===== config.mk =====
export PLATFORM = sky130hd
export DESIGN_NAME = seg_scan4_flat
export DESIGN_NICKNAME = d
export VERILOG_FILES = /design/src/rtl/seg_pkg.sv /design/src/rtl/seg_scan4_if.sv /design/src/rtl/seg_tick_gen.sv /design/src/rtl/seg_scan4.sv /design/src/flat_wrapper.sv
export SDC_FILE = /design/constraint.sdc
export NUM_CORES = 1
export LEC_CHECK = 0
export CAP_MARGIN = 10
export CORE_UTILIZATION = 40
export CTS_CLUSTER_DIAMETER = 40
export DETAILED_ROUTE_END_ITERATION = 10
export PLACE_DENSITY = 0.62
export SLEW_MARGIN = 5
export SYNTH_ARGS = -nofsm -noshare
export SYNTH_HDL_FRONTEND = slang
export SYNTH_SLANG_ARGS = --single-unit
export TNS_END_PERCENT = 10

===== constraint.sdc =====
create_clock -name clk -period 3.15 [get_ports clk]
set_clock_uncertainty 0.15 [all_clocks]
set_input_delay 0.63 -clock clk [delete_from_list [all_inputs] [get_ports clk]]
set_output_delay 0.63 -clock clk [all_outputs]
set_load 0.005 [all_outputs]

===== src/rtl/seg_pkg.sv =====
// Shared constants and the leading-zero suppression helper for the 7-segment scan block.
package seg_pkg;
  localparam int          SEG_DIGITS = 4;
  localparam logic [3:0]  AN_ALL_OFF = 4'b1111;
  localparam logic        DP_OFF     = 1'b1;

  // Bit i set means digit i and every digit above it hold zero; digit 0 is never masked.
  function automatic logic [SEG_DIGITS-1:0] lz_mask(input logic [15:0] value16);
    logic [SEG_DIGITS-1:0] m;
    logic                  zero_above;
    m          = '0;
    zero_above = 1'b1;
    for (int i = SEG_DIGITS - 1; i >= 1; i--) begin
      zero_above = zero_above && (value16[i*4 +: 4] == 4'h0);
      m[i]       = zero_above;
    end
    return m;
  endfunction
endpackage


===== src/rtl/seg_scan4_if.sv =====
// Display-side bundle: live value/controls towards the scanner, scanned digit outputs back.
interface seg_scan4_if;
  logic [15:0] value;
  logic [3:0]  dp_in;
  logic [3:0]  digit_en;
  logic        lz_suppress;
  logic [3:0]  nibble;
  logic [3:0]  an;
  logic        dp;
  logic        frame_start;

  modport master (output value, dp_in, digit_en, lz_suppress,
                  input  nibble, an, dp, frame_start);
  modport slave  (input  value, dp_in, digit_en, lz_suppress,
                  output nibble, an, dp, frame_start);
endinterface


===== src/rtl/seg_tick_gen.sv =====
// Slot prescaler: counts 0..CLK_DIV-1, flags the last cycle of each slot.
module seg_tick_gen #(
  parameter int CLK_DIV = 100000,
  localparam int TW     = (CLK_DIV > 1) ? $clog2(CLK_DIV) : 1
) (
  input  logic          clk,
  input  logic          reset,
  output logic [TW-1:0] tick_o,
  output logic          slot_end_o
);
  logic [TW-1:0] tick_q, tick_d;

  assign slot_end_o = (tick_q == TW'(CLK_DIV - 1));
  assign tick_o     = tick_q;

  always_comb begin
    tick_d = slot_end_o ? '0 : tick_q + TW'(1);
  end

  // Reset parks on the last tick so the first released edge is a frame boundary.
  always_ff @(posedge clk) begin
    if (reset) tick_q <= TW'(CLK_DIV - 1);
    else       tick_q <= tick_d;
  end
endmodule


===== src/rtl/seg_scan4.sv =====
// Four-digit multiplexed scan controller: snapshots inputs per frame, blanks anodes at slot start.
module seg_scan4
  import seg_pkg::*;
#(
  parameter int CLK_DIV      = 100000,
  parameter int BLANK_CYCLES = 16,
  localparam int TW          = (CLK_DIV > 1) ? $clog2(CLK_DIV) : 1
) (
  input  logic        clk,
  input  logic        reset,
  seg_scan4_if.slave  bus
);
  logic [TW-1:0] tick;
  logic          slot_end;

  seg_tick_gen #(.CLK_DIV(CLK_DIV)) u_tick (
    .clk        (clk),
    .reset      (reset),
    .tick_o     (tick),
    .slot_end_o (slot_end)
  );

  logic [1:0]  idx_q, idx_d;
  logic [15:0] value_q, value_d;
  logic [3:0]  dp_q, dp_d;
  logic [3:0]  en_q, en_d;
  logic        lz_q, lz_d;
  logic        fs_q, fs_d;
  logic        frame_edge;

  assign frame_edge = slot_end && (idx_q == 2'd3);

  always_comb begin
    idx_d   = slot_end ? idx_q + 2'd1 : idx_q;
    value_d = value_q;
    dp_d    = dp_q;
    en_d    = en_q;
    lz_d    = lz_q;
    fs_d    = frame_edge;
    if (frame_edge) begin
      value_d = bus.value;
      dp_d    = bus.dp_in;
      en_d    = bus.digit_en;
      lz_d    = bus.lz_suppress;
    end
  end

  always_ff @(posedge clk) begin
    if (reset) begin
      idx_q   <= 2'd3;
      value_q <= '0;
      dp_q    <= '0;
      en_q    <= '0;
      lz_q    <= 1'b0;
      fs_q    <= 1'b0;
    end else begin
      idx_q   <= idx_d;
      value_q <= value_d;
      dp_q    <= dp_d;
      en_q    <= en_d;
      lz_q    <= lz_d;
      fs_q    <= fs_d;
    end
  end

  // Output decode looks only at registered state, never at the live inputs.
  logic [SEG_DIGITS-1:0] sup_mask;
  logic                  visible;
  logic                  blanking;
  logic [3:0]            an_c;
  logic                  dp_c;

  assign sup_mask = lz_mask(value_q);
  assign visible  = en_q[idx_q] && !(lz_q && sup_mask[idx_q]);
  assign blanking = (32'(tick) < BLANK_CYCLES);

  always_comb begin
    an_c = AN_ALL_OFF;
    if (!blanking && visible) an_c[idx_q] = 1'b0;
    dp_c = (!an_c[idx_q] && dp_q[idx_q]) ? 1'b0 : DP_OFF;
  end

  assign bus.nibble      = value_q[idx_q*4 +: 4];
  assign bus.an          = an_c;
  assign bus.dp          = dp_c;
  assign bus.frame_start = fs_q;
endmodule


===== src/flat_wrapper.sv =====
// flat-port wrapper written by rule: the top's interface ports become plain ports
module seg_scan4_flat import seg_pkg::*;
#(
  parameter int CLK_DIV      = 100000,
  parameter int BLANK_CYCLES = 16,
  localparam int TW          = (CLK_DIV > 1) ? $clog2(CLK_DIV) : 1
)
  (clk, reset, bus_value, bus_dp_in, bus_digit_en, bus_lz_suppress, bus_nibble, bus_an, bus_dp, bus_frame_start);
  seg_scan4_if bus_i ();
  input  logic clk;
  input  logic reset;
  input wire logic [$bits(bus_i.value)-1:0] bus_value;
  input wire logic [$bits(bus_i.dp_in)-1:0] bus_dp_in;
  input wire logic [$bits(bus_i.digit_en)-1:0] bus_digit_en;
  input wire logic [$bits(bus_i.lz_suppress)-1:0] bus_lz_suppress;
  output wire logic [$bits(bus_i.nibble)-1:0] bus_nibble;
  output wire logic [$bits(bus_i.an)-1:0] bus_an;
  output wire logic [$bits(bus_i.dp)-1:0] bus_dp;
  output wire logic [$bits(bus_i.frame_start)-1:0] bus_frame_start;
  assign bus_i.value = bus_value;
  assign bus_i.dp_in = bus_dp_in;
  assign bus_i.digit_en = bus_digit_en;
  assign bus_i.lz_suppress = bus_lz_suppress;
  assign bus_nibble = bus_i.nibble;
  assign bus_an = bus_i.an;
  assign bus_dp = bus_i.dp;
  assign bus_frame_start = bus_i.frame_start;
  seg_scan4 #(.CLK_DIV(CLK_DIV), .BLANK_CYCLES(BLANK_CYCLES)) u_core (.clk(clk), .reset(reset), .bus(bus_i));
endmodule

==> metrics <==
Layout area overhead 27.3%; endpoints failing hold 0; antenna violations before repair 0; TritonCTS Buffers 5; Final setup violation count 0; placed inst area 0.00252 mm2; worst slew pin tran 597 ps; R2R depth 6; Clock Path Buffers 2; number of synthesis warnings 0; die footprint 0.00551 mm2; DRC 0; share of power burned in registers ~40%; Core Area just under 0.005 mm2; CTS Sinks 45; DRT Pass-1 Iters 4; H-tree Lvls 2; Layout Nets about 290; DRT Wirelength approximately 4.2 mm; Slew headroom around three fifths; Routed Antenna Nets 0; Netlist cell types 33; syn nets 247; Ports 37; Worst Hold Class flip-flop to flip-flop; CP Capture Type output port; MaxCap Viol Count 0; power density cells approximately 800 mW/mm2; DRT iter0 DRCs 81; minimum clock period 3130 ps; global-route wire length before repair 7.01 mm; Cell Rows 25; CP Buf/Inv Count 2; Tcrit/Tclk final 99.2%; switching share of power a little over a third; Starting Density 42.8%; routability cong. between 0.8 and 0.9; synthesized instance count between 200 and 250; port buffer count 36; post-DP HPWL slightly below 3 mm; die width 74.2 um; Post-CTS Hold Fix Bufs 0; Total Routing Usage GR between 10% and 20%; DR vias 1607; vias in the first global route approximately 1600; Clock Power Share 19.2%; total internal power about 0.0014 W; Critical Path RT 2370 ps; CP Class flip-flop to output port; WHS Path Cells 2; Die Span Y 74.2 um; flops & latches, synth 45; Post-Syn Area 0.00209 mm2; worst skew pair latency 290 ps; GRT overflow 0; crit path DAT 2350 ps; crit start category flip-flop; Worst path slowest cell or4_4; Worst path max stage delay between 500 and 600 ps; DR WL/cell 13.0 um; Critical Path Stages 6; root buffer cell clkbuf_8; post-synthesis sequential area ratio 43.2%; Leakage Power ~1.2 nW; CTS tree yes; NetSw 0.000750 W; CP max FO 5; Final Max Slew Viols 0; Clock transition at path regs 80 ps; RSZ-0062 raised after global routing yes; status finished, final reports clean; setup TNS 0 ps; vias per inst 5.02; combinational power share about 41%; delay-heaviest family, CP simple AND/OR/NAND/NOR gates; pin count of the biggest net entering global routing 36; worst-path cell chain or4_4, o41ai_4, buf_4, nor2_1, nand2_1, clkdlybuf4s50_1; share of layout cells above drive strength 1 approximately a tenth; VDD IR max 0.460 mV; average size of a mapped cell 9.71 um2; ANT cells 0; post-route cell area between 0.002 and 0.003 mm2; maximum clock rate ~320 MHz; Worst R2R Setup Slack 840 ps
## sequential cells by signal, summed over array words and instances, names as in the netlist
name,count
u_core.bus.frame_start,1
u_core.dp_q,4
u_core.en_q,4
u_core.idx_q,2
u_core.lz_q,1
u_core.u_tick.tick_o,17
u_core.value_q,16
## through the flow
step	std cells	total power (W)	utilization [%]	hold WS (ps)	worst slack [ps]
final	320	0.00216	54.5	337	23.8
after global placement	313	0.00173	51.7	322	277
after CTS	320	0.00217	54.0	346	1.07
after floorplan	215	0.00152	-	305	676
after global routing	320	0.00231	54.5	378	-63.1
after detailed placement	313	0.00174	51.7	326	289
## final cells by class
type,count,area [um2]
clock buffers,5,68.8
clock inverters,2,35.0
fillers,469,2220
inverters,4,15.0
multi-input cells,155,1130
flip-flops and latches,45,902
well taps,67,83.8
repair buffers,42,423
## metal layers
metal | vias up | track usage [%] | wire (um)
met1 | 746 | 21.8 | 1890
met3 | 4 | 4.47 | 187
met5 | - | 0 | 0
met2 | 37 | 27.3 | 2040
met4 | 0 | 6.29 | 45
li1 | 820 | - | -
## repair_timing
action | CTS | global route
resized for setup | 1 | 5
setup buffers | 0 | 0
hold endpoints to repair | 0 | 0
setup endpoints to repair | 2 | 5
pin swaps | 0 | 4
## cells in the final DEF (no fill, tap or decap), types with 6 or more instances in the layout
cell             count
dfxtp_1             44
nor2_1              35
clkdlybuf4s50_1     34
mux2i_1             26
nand2_1             17
nor3_1               9
xor2_1               9
o21bai_1             9
nand3_1              6
xnor2_1              6
## worst min-delay path, delay by kind of cell, from the launching register on
family / cells / cell delay, ps
mux: 1 / 60
flops: 1 / 320
simple gates: 1 / 70
## logic make-up after synthesis
family                     after synthesis  synth area share [%]
AOI/OAI and AO/OA                       18                  6.00
xor gates and xnor gates                15                  6.30
adders and majority gates                5                  3.00
buffers and inverters                   15                  3.78
DFF                                     45                  43.2
muxes                                   32                  18.4
and+or+nand+nor                         85                  19.4
## final timing paths
path                      startpoint            endpoint
min                   u_core.dp_q[1]      u_core.dp_q[1]
max reg2reg  u_core.u_tick.tick_o[0]  u_core.value_q[12]
min reg2reg           u_core.dp_q[1]      u_core.dp_q[1]
max          u_core.u_tick.tick_o[9]           bus_an[2]
## power by group through the flow
stage	Combinational, W	Clock, W	Sequential [W]
floorplan	0.000694	0	0.000830
global placement	0.000862	0	0.000871
detailed placement	0.000868	0	0.000871
CTS	0.000881	0.000427	0.000860
global route	0.000969	0.000445	0.000892
finish	0.000877	0.000415	0.000865
## cells in the mapped netlist (all sizes together)
cell type | instances | area, um2
mux2i | 26 | 260
nor2 | 35 | 131
nor3 | 10 | 55.1
o21bai | 9 | 67.6
o21ai | 2 | 10.0
o41ai | 1 | 8.76
or4 | 2 | 18.8
nand3 | 6 | 30.0
o22ai | 1 | 6.26
clkbuf | 7 | 26.3
and4 | 2 | 17.5
buf | 4 | 37.5
xnor2 | 6 | 52.6
inv | 4 | 15.0
or2 | 1 | 6.26
ha | 5 | 62.6
mux4 | 5 | 113
dfxtp | 45 | 901
a211o | 1 | 8.76
nand2b | 2 | 12.5
xor2 | 9 | 78.8
mux2 | 1 | 11.3
a31oi | 1 | 6.26
nand4 | 4 | 25.0
nand2 | 17 | 63.8
a211oi | 1 | 7.51
nor2b | 1 | 6.26
a21oi | 2 | 10.0
nor4 | 5 | 37.5
(Power assumes the default switching activity.)
